$ cat src/rtl/sram_150b_512_arbiter.sv
// Two-requester round-robin arbiter and sequencer for a 150b x 512 single-port SRAM macro.
// Grants one access per cycle, drives the active-low macro pins from the winning request,
// and returns read data through a one-entry response slot per requester.
module sram_150b_512_arbiter #(
    parameter int DATA_WIDTH = 150,
    parameter int ADDR_WIDTH = 9,
    parameter int RD_LATENCY = 1
) (
    input  logic                    clk,
    input  logic                    rst_n,
    input  logic [1:0]              req_valid,
    output logic [1:0]              req_ready,
    input  logic [1:0]              req_we,
    input  logic [2*ADDR_WIDTH-1:0] req_addr,
    input  logic [2*DATA_WIDTH-1:0] req_wdata,
    output logic [1:0]              rsp_valid,
    input  logic [1:0]              rsp_ready,
    output logic [2*DATA_WIDTH-1:0] rsp_rdata,
    output logic                    sram_csb0,
    output logic                    sram_web0,
    output logic [ADDR_WIDTH-1:0]   sram_addr0,
    output logic [DATA_WIDTH-1:0]   sram_din0,
    input  logic [DATA_WIDTH-1:0]   sram_dout0
);

    typedef enum logic [1:0] {
        SLOT_EMPTY   = 2'd0,
        SLOT_PENDING = 2'd1,
        SLOT_FULL    = 2'd2
    } slot_t;

    slot_t                 slot_q [2];
    slot_t                 slot_d [2];
    logic [DATA_WIDTH-1:0] rdata_q [2];

    logic                  ptr_q;
    logic [1:0]            elig;
    logic                  gnt_vld;
    logic                  gnt_id;
    logic                  gnt_we;
    logic [ADDR_WIDTH-1:0] gnt_addr;
    logic [DATA_WIDTH-1:0] gnt_wdata;
    logic [ADDR_WIDTH-1:0] addr_hold;
    logic [DATA_WIDTH-1:0] din_hold;

    // Read-tracking pipeline: p0 is the cycle after the access edge, p1 one cycle later.
    logic                  vld_p0;
    logic                  vld_p1;
    logic                  id_p0;
    logic                  id_p1;
    logic                  cap_vld;
    logic                  cap_id;

    // Eligibility and round-robin grant; a read is blocked unless its slot is EMPTY.
    always_comb begin
        elig      = 2'b00;
        gnt_id    = 1'b0;
        for (int i = 0; i < 2; i++) begin
            elig[i] = rst_n & req_valid[i] & (req_we[i] | (slot_q[i] == SLOT_EMPTY));
        end
        gnt_vld = |elig;
        case (elig)
            2'b10:   gnt_id = 1'b1;
            2'b11:   gnt_id = ptr_q;
            default: gnt_id = 1'b0;
        endcase
        gnt_we    = gnt_id ? req_we[1] : req_we[0];
        gnt_addr  = gnt_id ? req_addr[2*ADDR_WIDTH-1:ADDR_WIDTH] : req_addr[ADDR_WIDTH-1:0];
        gnt_wdata = gnt_id ? req_wdata[2*DATA_WIDTH-1:DATA_WIDTH] : req_wdata[DATA_WIDTH-1:0];
        req_ready = gnt_vld ? (gnt_id ? 2'b10 : 2'b01) : 2'b00;
    end

    // Macro pins follow the winner; address and data hold their last value when idle.
    always_comb begin
        sram_csb0  = ~gnt_vld;
        sram_web0  = gnt_vld ? ~gnt_we : 1'b1;
        sram_addr0 = !rst_n ? '0 : (gnt_vld ? gnt_addr : addr_hold);
        sram_din0  = !rst_n ? '0 : (gnt_vld ? gnt_wdata : din_hold);
    end

    // Round-robin pointer and idle-hold registers for the macro address/data pins.
    always_ff @(posedge clk) begin
        if (!rst_n) begin
            ptr_q     <= 1'b0;
            addr_hold <= '0;
            din_hold  <= '0;
        end else if (gnt_vld) begin
            ptr_q     <= ~gnt_id;
            addr_hold <= gnt_addr;
            din_hold  <= gnt_wdata;
        end
    end

    // Read valid travels down the pipeline; in-flight reads are dropped on reset.
    always_ff @(posedge clk) begin
        if (!rst_n) begin
            vld_p0 <= 1'b0;
            vld_p1 <= 1'b0;
        end else begin
            vld_p0 <= gnt_vld & ~gnt_we;
            vld_p1 <= vld_p0;
        end
    end

    // Requester id rides alongside the read valid.
    always_ff @(posedge clk) begin
        id_p0 <= gnt_id;
        id_p1 <= id_p0;
    end

    assign cap_vld = (RD_LATENCY == 1) ? vld_p0 : vld_p1;
    assign cap_id  = (RD_LATENCY == 1) ? id_p0  : id_p1;

    // Response slot next state: EMPTY -> PENDING on read grant, -> FULL on capture, -> EMPTY on accept.
    always_comb begin
        for (int i = 0; i < 2; i++) begin
            slot_d[i] = slot_q[i];
            case (slot_q[i])
                SLOT_EMPTY:   if (gnt_vld && !gnt_we && (gnt_id == 1'(i))) slot_d[i] = SLOT_PENDING;
                SLOT_PENDING: if (cap_vld && (cap_id == 1'(i)))           slot_d[i] = SLOT_FULL;
                SLOT_FULL:    if (rsp_ready[i])                            slot_d[i] = SLOT_EMPTY;
                default:                                                   slot_d[i] = SLOT_EMPTY;
            endcase
        end
    end

    // Response slot state register.
    always_ff @(posedge clk) begin
        for (int i = 0; i < 2; i++) begin
            if (!rst_n) begin
                slot_q[i] <= SLOT_EMPTY;
            end else begin
                slot_q[i] <= slot_d[i];
            end
        end
    end

    // Capture macro read data into the owning requester's slot.
    always_ff @(posedge clk) begin
        for (int i = 0; i < 2; i++) begin
            if (cap_vld && (cap_id == 1'(i))) begin
                rdata_q[i] <= sram_dout0;
            end
        end
    end

    assign rsp_valid[0] = rst_n & (slot_q[0] == SLOT_FULL);
    assign rsp_valid[1] = rst_n & (slot_q[1] == SLOT_FULL);
    assign rsp_rdata    = {rdata_q[1], rdata_q[0]};

endmodule

$ cat config.mk
export PLATFORM = sky130hd
export DESIGN_NAME = sram_150b_512_arbiter
export DESIGN_NICKNAME = d
export VERILOG_FILES = /design/src/rtl/sram_150b_512_arbiter.sv
export SDC_FILE = /design/constraint.sdc
export NUM_CORES = 1
export LEC_CHECK = 0
export ABC_AREA = 1
export CAP_MARGIN = 0
export CORE_AREA = 3 3 361 363
export CTS_BUF_LIST = sky130_fd_sc_hd__clkbuf_2
export DETAILED_ROUTE_END_ITERATION = 8
export DIE_AREA = 0 0 364 366
export PLACE_DENSITY = 0.38
export SLEW_MARGIN = 20
export SYNTH_ARGS = -nofsm -noshare
export SYNTH_HDL_FRONTEND = slang
export SYNTH_SLANG_ARGS = --single-unit
$ cat constraint.sdc
create_clock -name clk -period 9.5 [get_ports clk]
set_input_delay 1.9 -clock clk [delete_from_list [all_inputs] [get_ports clk]]
set_output_delay 1.9 -clock clk [all_outputs]
set_load 0.02 [all_outputs]
==> summary.md <==
| Metric | Value |
|---|---|
| FP Rows | `131` |
| # port buffers | `940` |
| Initial DRT Pass Iterations | `5` |
| Status | `finished clean` |
| Routed via count | `16392` |
| Num CTS Buffers | `144` |
| Setup tns final | `0 ps` |
| PwrDens | `160 nW/um2` |
| Initial antenna violation count | `56` |
| CP Launch Type | `input port` |
| Mapped Cells | `1731` |
| Fin. Hold Viols | `0` |
| RSZ-0062 raised after global routing | `no` |
| Vias in the first global route | `16841` |
| IO Count | `941` |
| GP Congestion | `0.792` |
| Hpwl dp | `80.3 mm` |
| WHS Path Cells | `2` |
| Die Span X | `364 um` |
| P_leak | `12.0 nW` |
| Area grow syn2layout | `71.8%` |
| Most common cell after layout, fill and taps aside | `clkdlybuf4s50_1` |
| Cell variety after synth | `19` |
| GRT Total Usage | `14.9%` |
| Post-cts sizing count | `0` |
| HP Class | `register to register` |
| Final Critical Period | `7390 ps` |
| Root Driver | `clkbuf_2` |
| Actual slew at the worst max-slew pin | `943 ps` |
| Syn nets | `2207` |
| R2R setup slack | `6570 ps` |
| Critical path arrival | `5490 ps` |
| Vias per std cell | `3.62` |
| Yosys top cell area share | `51.1%` |
| Skew final | `119 ps` |
| Clock H-tree levels | `4` |
| RR Endpoint | `rdata_q[0][212]` |
| Crit Path Max Fanout | `87` |
| Remaining antenna violation count | `0` |
| Setup bufs post-CTS | `0` |
| Clock sink count | `466` |
| Worst-path clk slew | `90 ps` |
| FF+latch count, synth | `466` |
| Nets | `3211` |
| Die span in y | `366 um` |
| Avg Cell Area, Syn | `10.2 um2` |
| Hold Path Origin | `ptr_q` |
| WL/cell | `22.8 um` |
| Commonest cells after routing, fill and taps aside | `clkdlybuf4s50_1, nor2_1, nand3_1, edfxtp_1, clkbuf_2` |
| Slew margin rel. | `37.2%` |
| Starting DRT DRC Count | `706` |
| First-pass GRT wire length | `138 mm` |
| Share of cells above drive strength 1 | `9.07%` |
| Remaining DRCs | `0` |
| Critical path type | `input port to output pin` |
| # hold bufs at CTS | `0` |
| Core Footprint | `127000 um2` |
| Crit. End Element | `output pin` |
| Pins Over Slew Limit | `0` |
| CTS tree | `done` |
| Post-synthesis sequential area ratio | `69.9%` |
| Hold EP | `ptr_q` |
| Fmax | `135 MHz` |
| Setup violators final | `0` |
| WL final | `103 mm` |
| Largest cells by area after synthesis | `edfxtp_1, dfxtp_1, nor2_1` |
| Pin count of the biggest net entering global routing | `98` |
| Synth Cell Area | `17600 um2` |
| Starting Density | `13.8%` |
| CP required | `7600 ps` |
| GRT overflow | `0` |
| Max-cap violations | `0` |
| Area leader, netlist | `edfxtp_1` |
| Depth of the worst register-to-register path | `4` |
| Die area | `133000 um2` |
| CTS max path bufs | `3` |
| Worst R2R Start | `cap_id` |
| Final Cycle Share | `77.8%` |
| Worst skew pair latency | `1430 ps` |
| Max VDD drop | `0.0000925 V` |
| Synth warn | `0` |
| Fin util | `23.8%` |
## per-stage QoR
step | std cells | worst slack, ps | instance area, um2 | hold WS, ps | total power [mW]
floorplan | 1731 | 2150 | 17600 | 441 | 2.70
finish | 4530 | 2110 | 30300 | 469 | 4.84
global route | 4515 | 1890 | 30300 | 510 | 5.13
CTS | 4507 | 2010 | 30200 | 475 | 4.98
detailed placement | 4251 | 2010 | 28900 | 462 | 3.23
global placement | 4251 | 2050 | 28900 | 459 | 3.23
## registers in the layout (all words and copies together) (netlist names)
signal     cells
rdata_q      300
din_hold     150
ptr_q          1
addr_hold      9
cap_vld        1
cap_id         1
slot_q         4
## how the worst max path moves through the flow
stage	from	to	slack (ps)
6_report	rst_n	sram_din0[96]	2110
3_3_place_gp	rst_n	sram_din0[96]	2050
3_5_place_dp	rst_n	sram_din0[96]	2010
2_1_floorplan	cap_vld	rdata_q[0][0]	2150
4_1_cts	rst_n	sram_din0[96]	2010
5_1_grt	rst_n	sram_din0[96]	1890
## metal layers
layer	track usage (%)	part of all wire, %
met3	6.94	10
met2	25.3	48
met5	0	0.19
met1	16.7	39
met4	4.17	2.0
## synthesized netlist by cell type
library cell and n:
nor2_1 477, nand3_1 316, edfxtp_1 300, nand2_1 178
inv_1 170, dfxtp_1 166, buf_2 47, clkbuf_1 36
buf_4 15, o21ai_0 7, a21oi_1 5, buf_1 4
nand2_2 2, nand3b_1 2, nor3_1 2, a21oi_4 1
clkinv_1 1, inv_2 1, o21ai_2 1
## logic make-up (layout without fill, tap and decap cells)
| logic type | after synthesis | in the layout | synth area share [%] |
|---|---|---|---|
| AOI/OAI and AO/OA | 14 | 14 | 0.482 |
| buffers and inverters | 274 | 1388 | 6.48 |
| DFF | 466 | 466 | 69.9 |
| other | 0 | 23 | 0 |
| and+or+nand+nor | 977 | 977 | 23.1 |
## final cells by class
cell class                      instances  area, um2
Antenna cell                           23       57.6
Clock buffer                          212       1060
Clock inverter                         44        298
Fill cell                           14010      97100
Inverter                              172        656
Multi-Input combinational cell        991       4210
Sequential cell                       466      12300
Tap cell                             1662       2080
Timing Repair Buffer                  960       9610
## worst max-delay path: stages
cell and delay [ps]:
clkdlybuf4s50_1 620, nand2_1 250, clkinv_1 180, nand2_8 540
buf_4 620, nand3_1 150, nand2_1 110, nor2_1 50
nor2_1 300, clkdlybuf4s50_1 690
## power by group
part | total [mW] | internal (mW) | leakage, nW | switching [mW]
clock network | 1.67 | 0.690 | 1.01 | 0.983
registers | 2.28 | 2.26 | 4.11 | 0.0238
logic | 0.879 | 0.401 | 6.89 | 0.479
Note: power is estimated with default switching activity, not from simulation.
